File: src/rtl/rom_download_writer.sv
// rom_download_writer: packs ioctl download bytes into 32-bit words and writes them to SDRAM via req/ack.
// Optional macro ROM_DOWNLOAD_CHECKSUM_EN adds a 16-bit checksum output over accepted download bytes.
module rom_download_writer #(
    parameter int          FIFO_DEPTH  = 8,
    parameter logic [22:0] ADDR_OFFSET = 23'd0
) (
    input  logic        clk,
    input  logic        reset_n,
    input  logic [24:0] ioctl_addr,
    input  logic [7:0]  ioctl_data,
    input  logic        ioctl_wr,
    input  logic        ioctl_download,
    output logic [22:0] sdram_addr,
    output logic [31:0] sdram_data,
    output logic        sdram_we,
    output logic        sdram_req,
    input  logic        sdram_ack,
    output logic        busy,
    output logic        done,
    output logic        overflow
`ifdef ROM_DOWNLOAD_CHECKSUM_EN
    ,
    output logic [15:0] checksum
`endif
);
    localparam int AW = $clog2(FIFO_DEPTH);
    typedef enum logic [1:0] {IDLE, REQ, WAIT_GAP} state_t;
    state_t state, state_nx;
    logic        dl_q, push_full;
    logic [31:0] pend_data;
    logic [3:0]  pend_valid, held;
    logic [22:0] pend_waddr, wr_waddr;
    logic [31:0] fifo_data [FIFO_DEPTH];
    logic [22:0] fifo_addr [FIFO_DEPTH];
    logic [AW:0] wptr, rptr;
    logic        wr_ok, dl_rise, dl_fall, new_word, push, pop, push_ok;
    logic        fifo_empty, fifo_full, busy_nx;
    logic [31:0] push_data;
    // Packer decode: a word already queued for push by a lane-3 write no longer counts as held.
    always_comb begin
        wr_ok      = ioctl_wr & ioctl_download;
        dl_rise    = ioctl_download & ~dl_q;
        dl_fall    = ~ioctl_download & dl_q;
        held       = push_full ? 4'b0 : pend_valid;
        wr_waddr   = ioctl_addr[24:2];
        new_word   = wr_ok && held != 4'b0 && wr_waddr != pend_waddr;
        push       = push_full | new_word | (dl_fall && held != 4'b0);
        push_data  = pend_data & {{8{pend_valid[3]}}, {8{pend_valid[2]}}, {8{pend_valid[1]}}, {8{pend_valid[0]}}};
        fifo_empty = wptr == rptr;
        fifo_full  = (wptr[AW] != rptr[AW]) && (wptr[AW-1:0] == rptr[AW-1:0]);
        pop        = state == REQ && sdram_ack;
        push_ok    = push && (!fifo_full || pop);
        busy_nx    = ioctl_download | (pend_valid != 4'b0) | !fifo_empty | (state != IDLE);
        sdram_we   = sdram_req;
    end
    // Byte packer: load lanes, start a fresh word on discontinuity, clear lanes once pushed.
    always_ff @(posedge clk) begin
        if (!reset_n) begin
            dl_q       <= 1'b0;
            push_full  <= 1'b0;
            pend_valid <= 4'b0;
            pend_data  <= 32'd0;
            pend_waddr <= 23'd0;
        end else begin
            dl_q      <= ioctl_download;
            push_full <= wr_ok && ioctl_addr[1:0] == 2'd3;
            if (wr_ok) begin
                pend_valid <= (new_word ? 4'b0 : held) | (4'b1 << ioctl_addr[1:0]);
                pend_data[{ioctl_addr[1:0], 3'b000} +: 8] <= ioctl_data;
                pend_waddr <= wr_waddr;
            end else if (push) begin
                pend_valid <= 4'b0;
            end
        end
    end
    // Sticky overflow: a push was needed while the FIFO was full and nothing was popping.
    always_ff @(posedge clk) begin
        if (!reset_n || dl_rise)
            overflow <= 1'b0;
        else if (push && !push_ok)
            overflow <= 1'b1;
    end
`ifdef ROM_DOWNLOAD_CHECKSUM_EN
    // Running byte sum restarts with each download; a byte arriving on the first cycle still counts.
    always_ff @(posedge clk) begin
        if (!reset_n)
            checksum <= 16'd0;
        else
            checksum <= (dl_rise ? 16'd0 : checksum) + (wr_ok ? {8'd0, ioctl_data} : 16'd0);
    end
`endif
    // FIFO storage: contents need no reset since the pointers define validity.
    always_ff @(posedge clk) begin
        if (push_ok) begin
            fifo_data[wptr[AW-1:0]] <= push_data;
            fifo_addr[wptr[AW-1:0]] <= pend_waddr + ADDR_OFFSET;
        end
    end
    // FIFO pointers carry an extra wrap bit to tell full from empty.
    always_ff @(posedge clk) begin
        if (!reset_n) begin
            wptr <= '0;
            rptr <= '0;
        end else begin
            if (push_ok)
                wptr <= wptr + 1'b1;
            if (pop)
                rptr <= rptr + 1'b1;
        end
    end
    // Writer state register.
    always_ff @(posedge clk) begin
        if (!reset_n)
            state <= IDLE;
        else
            state <= state_nx;
    end
    // Writer next state: issue, wait for ack, then one gap cycle.
    always_comb begin
        state_nx = state;
        case (state)
            IDLE:     state_nx = fifo_empty ? IDLE : REQ;
            REQ:      state_nx = sdram_ack ? WAIT_GAP : REQ;
            WAIT_GAP: state_nx = IDLE;
            default:  state_nx = IDLE;
        endcase
    end
    // SDRAM request outputs are registered and held stable for the whole request.
    always_ff @(posedge clk) begin
        if (!reset_n) begin
            sdram_req  <= 1'b0;
            sdram_addr <= 23'd0;
            sdram_data <= 32'd0;
        end else begin
            sdram_req <= state_nx == REQ;
            if (state == IDLE && !fifo_empty) begin
                sdram_addr <= fifo_addr[rptr[AW-1:0]];
                sdram_data <= fifo_data[rptr[AW-1:0]];
            end
        end
    end
    // Busy is registered so reset forces it low; done marks its falling edge.
    always_ff @(posedge clk) begin
        if (!reset_n) begin
            busy <= 1'b0;
            done <= 1'b0;
        end else begin
            busy <= busy_nx;
            done <= busy & ~busy_nx;
        end
    end
endmodule

File: config.mk
export PLATFORM = sky130hd
export DESIGN_NAME = rom_download_writer
export DESIGN_NICKNAME = d
export VERILOG_FILES = /design/src/rtl/rom_download_writer.sv
export SDC_FILE = /design/constraint.sdc
export NUM_CORES = 1
export LEC_CHECK = 0
export BUFFER_PORTS_ARGS = -buffer_cell sky130_fd_sc_hd__buf_4
export CORE_AREA = 5 5 275 277
export CTS_BUF_LIST = sky130_fd_sc_hd__clkbuf_4
export DETAILED_ROUTE_END_ITERATION = 8
export DIE_AREA = 0 0 280 282
export RECOVER_POWER = 50
export SYNTH_ARGS = -nofsm -noshare
export SYNTH_HDL_FRONTEND = slang
export SYNTH_SLANG_ARGS = --single-unit
File: constraint.sdc
create_clock -name clk -period 14.1 [get_ports clk]
set_input_delay 1.41 -clock clk [delete_from_list [all_inputs] [get_ports clk]]
set_output_delay 1.41 -clock clk [all_outputs]
set_load 0.005 [all_outputs]
==> flow_summary_export.csv <==
group,metric,value,unit
outcome,outcome,"finished, violations left",
outcome,violations,"max-capacitance violations, max-slew violations",
route,vias,11660,
sta,fin_crit_sh,42.59,%
worst_setup_path,rrSetupSlack,8.09,ns
floorplanning,placementRows,99,
global_routing,grt_pass1_wl,76.36,mm
route,drc_errors,0,
layout,nNetsFinal,1458,
sta,fmax,0.1665,GHz
route,drt_iter0_drc,734,
worst_setup_path,cp-end-kind,"flop",
min_path,hp-class,"reg -> reg",
sta,rsz0062_at_grt,"false",
place,numPortBuffers,97,
floorplanning,initial_core_util,29.83,%
global_routing,grt.total_usage,12.83,%
layout,syn_to_final_growth,17.34,%
clock_tree,cts_buffer_depth,3,
synthesis,netlist-cell-type-count,49,
sta,setup_tns,0,ns
route,wl_per_cell,20.09,um
global_routing,grt_max_degree,70,
synthesis,ys_warn_count,0,
place,routabilityCongestion,0.7490,
place,placed_cells,2222,
clock_tree,htreeDepth,4,
layout,drive_gt1_share,32.16,%
clock_tree,clk_pin_slew,0.07,ns
clock_tree,cts_setup_buffers,0,
synthesis,synth_area,21650,um2
sta,period_minus_slack,6.006,ns
global_routing,antenna_found_initial,5,
synthesis,ys_async_sr_fraction,0,%
route,first_pass_iters,5,
clock_tree,clk_latency,0.92,ns
layout,multiInputGateArea,5518,um2
floorplanning,die_w,280,um
pwr,cellLeakagePower,0.008261,uW
sta,hold_viol_final,0,
place,place_ws,9.543,ns
route,ant_nets,0,
global_routing,grt_pass1_vias,12400,
sta,tightest_slew,3.448,ns
sta,slew_viol_final,239,
worst_setup_path,startpoint_type,"flop",
layout,instances_no_fill,2493,
route,drt-total-wl,50.08,mm
worst_setup_path,crit_chain,"xor2_1 -> or3_1 -> nor2_1 -> a211oi_1 -> and4b_2 -> buf_4",
synthesis,yosys_register_bits,570,
clock_tree,cts_resized,0,
synthesis,ys_seq_area_share,73.03,%
global_routing,grt-ovfl-total,0,
floorplanning,die_y,282,um
synthesis,synth-edff-count,440,
clock_tree,cts_hold_buf,0,
place,dp_hpwl,29.28,mm
synthesis,synthesis.nets,1264,
worst_setup_path,crit_fanout,47,
sta,fin_ws,8.094,ns
layout,finalInstanceArea,25410,um2
layout,seqCellArea,15820,um2
pwr,vdd_drop_max,0.00005057,V
pwr,power_density,141.3,nW/um2
clock_tree,cts-root-buf,"clkbuf_4",
worst_setup_path,criticalPathCategory,"reg -> reg",
sta,max_slew_margin,-129.8,%
worst_setup_path,cp.required,14.63,ns
worst_setup_path,crit_arrival,6.54,ns
synthesis,ys.flop_type,"edfxtp_1",
place,placed_area,23480,um2
worst_setup_path,slowest_stage,"dfxtp_1",
floorplanning,io_pins,98,
layout,fillers,6971,
sta,finalClockSkew,0.03192,ns
floorplanning,dieArea,78960,um2
floorplanning,coreArea,72590,um2
run,maxCapViolCount,5,
worst_setup_path,max_stage_delay,2.62,ns
sta,finalSetupViolations,0,
clock_tree,cts-buffers-inserted,148,
route,viasPerCell,4.678,
synthesis,syn-instance-count,1219,
synthesis,syn_area_per_cell,17.76,um2
clock_tree,cts_tree,"yes",
clock_tree,clock_sinks,570,
-- worst max-delay path, delay by kind of cell (launching register included) --
kind                   cells  cell delay (ns)
AND/OR/NAND/NOR            3             1.16
flip-flops                 1             2.62
buffers and inverters      1             0.60
AO/OA/AOI/OAI              1             0.89
XOR/XNOR                   1             0.25
-- report_power, final --
| group | leakage [uW] | internal [uW] | switching (uW) | total [uW] |
|---|---|---|---|---|
| registers | 0.00518 | 1840 | 40.1 | 1880 |
| clock network | 0.00119 | 814 | 654 | 1470 |
| logic | 0.00189 | 122 | 123 | 245 |
-- worst paths after layout --
| path | startpoint | endpoint | depth (start not counted) |
|---|---|---|---|
| min | wptr[3]$_SDFFE_PN0P_ | wptr[3]$_SDFFE_PN0P_ | 2 |
| min reg2reg | wptr[3]$_SDFFE_PN0P_ | wptr[3]$_SDFFE_PN0P_ | 2 |
| max | rptr[0]$_SDFFE_PN0P_ | fifo_addr[6][21]$_DFFE_PP_ | 6 |
| max reg2reg | rptr[0]$_SDFFE_PN0P_ | fifo_addr[6][21]$_DFFE_PP_ | 6 |
-- per-layer routing --
| layer | vias to the layer above | GRT usage, % | wire (um) |
|---|---|---|---|
| li1 | 5292 | - | - |
| met1 | 5955 | 16.44 | 21800 |
| met2 | 332 | 20.78 | 24390 |
| met3 | 82 | 4.041 | 2920 |
| met4 | 2 | 4.391 | 963 |
| met5 | - | 0 | 13 |
-- kinds of logic after synthesis --
logic type	synth area share [%]
compound gates	4.276
xor+xnor	1.213
flops	73.03
simple gates	5.281
buf+inv	1.525
mux	14.27
fa+ha+maj	0.4044
-- cells in the mapped netlist, types with 2 or more instances --
library cell | number | area (um2)
buf_1 | 8 | 30.03
nor4_2 | 4 | 50.05
a2111oi_0 | 2 | 17.52
and2_1 | 26 | 162.7
inv_1 | 5 | 18.77
and3_1 | 3 | 18.77
nor2_1 | 101 | 379.1
nand2b_1 | 3 | 18.77
mux2i_1 | 60 | 600.6
clkbuf_1 | 36 | 135.1
o22ai_1 | 2 | 12.51
ha_1 | 7 | 87.58
a31oi_1 | 3 | 18.77
nand4_1 | 8 | 50.05
edfxtp_1 | 440 | 13210
xnor2_1 | 25 | 219.0
dfxtp_1 | 130 | 2603
buf_2 | 26 | 130.1
xor2_1 | 5 | 43.79
nand2_1 | 60 | 225.2
mux4_2 | 110 | 2477
nand3_1 | 2 | 10.01
and4b_1 | 3 | 30.03
or3_1 | 2 | 12.51
a22oi_1 | 32 | 240.2
and2_2 | 9 | 67.56
a21oi_1 | 29 | 145.1
a211oi_1 | 57 | 427.9
-- layout by cell type, fill, tap and decap left out, types with 4 or more instances in the layout --
master	Yosys	layout
edfxtp_1	440	440
clkbuf_4	0	232
dfxtp_1	130	128
buf_4	1	111
mux4_2	110	110
nor2_1	101	101
nand2_1	60	60
mux2i_1	60	60
a211oi_1	57	57
and2_0	0	33
a22oi_1	32	32
a21oi_1	29	29
xnor2_1	25	25
clkinv_1	1	22
nand4_1	8	8
ha_1	7	7
inv_2	0	7
inv_1	5	5
xor2_1	5	5
diode_2	0	4
nor4_2	4	4
bufinv_16	0	4
clkinv_2	0	4
-- flip-flops by register name (all words and copies together), names as in the netlist --
signal      flops
fifo_addr     184
pend_data      32
overflow        1
pend_waddr     23
pend_valid      4
dl_q            1
wptr            4
rptr            4
done            1
busy            1
sdram_req       1
fifo_data     256
push_full       1
sdram_addr     23
sdram_data     32
state           2
-- layout make-up --
type | instances | share of cell area (%)
antenna | 4 | 0.03939
clock buffer | 230 | 6.795
clock inverter | 37 | 0.9799
inverter | 6 | 0.09356
multi-input combinational | 571 | 21.72
sequential | 570 | 62.27
tap | 959 | 4.722
timing repair buffer | 116 | 3.383
-- per-stage QoR --
step | total power, uW | hold WS, ns | utilization, %
floorplan | 2047 | 0.4526 | -
global placement | 2162 | 0.4724 | 32.34
detailed placement | 2166 | 0.4878 | 32.34
CTS | 3650 | 0.4996 | 35.06
global route | 3772 | 0.5107 | 35.00
finish | 3590 | 0.4949 | 35.01
No activity file was read; power rests on OpenSTA's default activity.
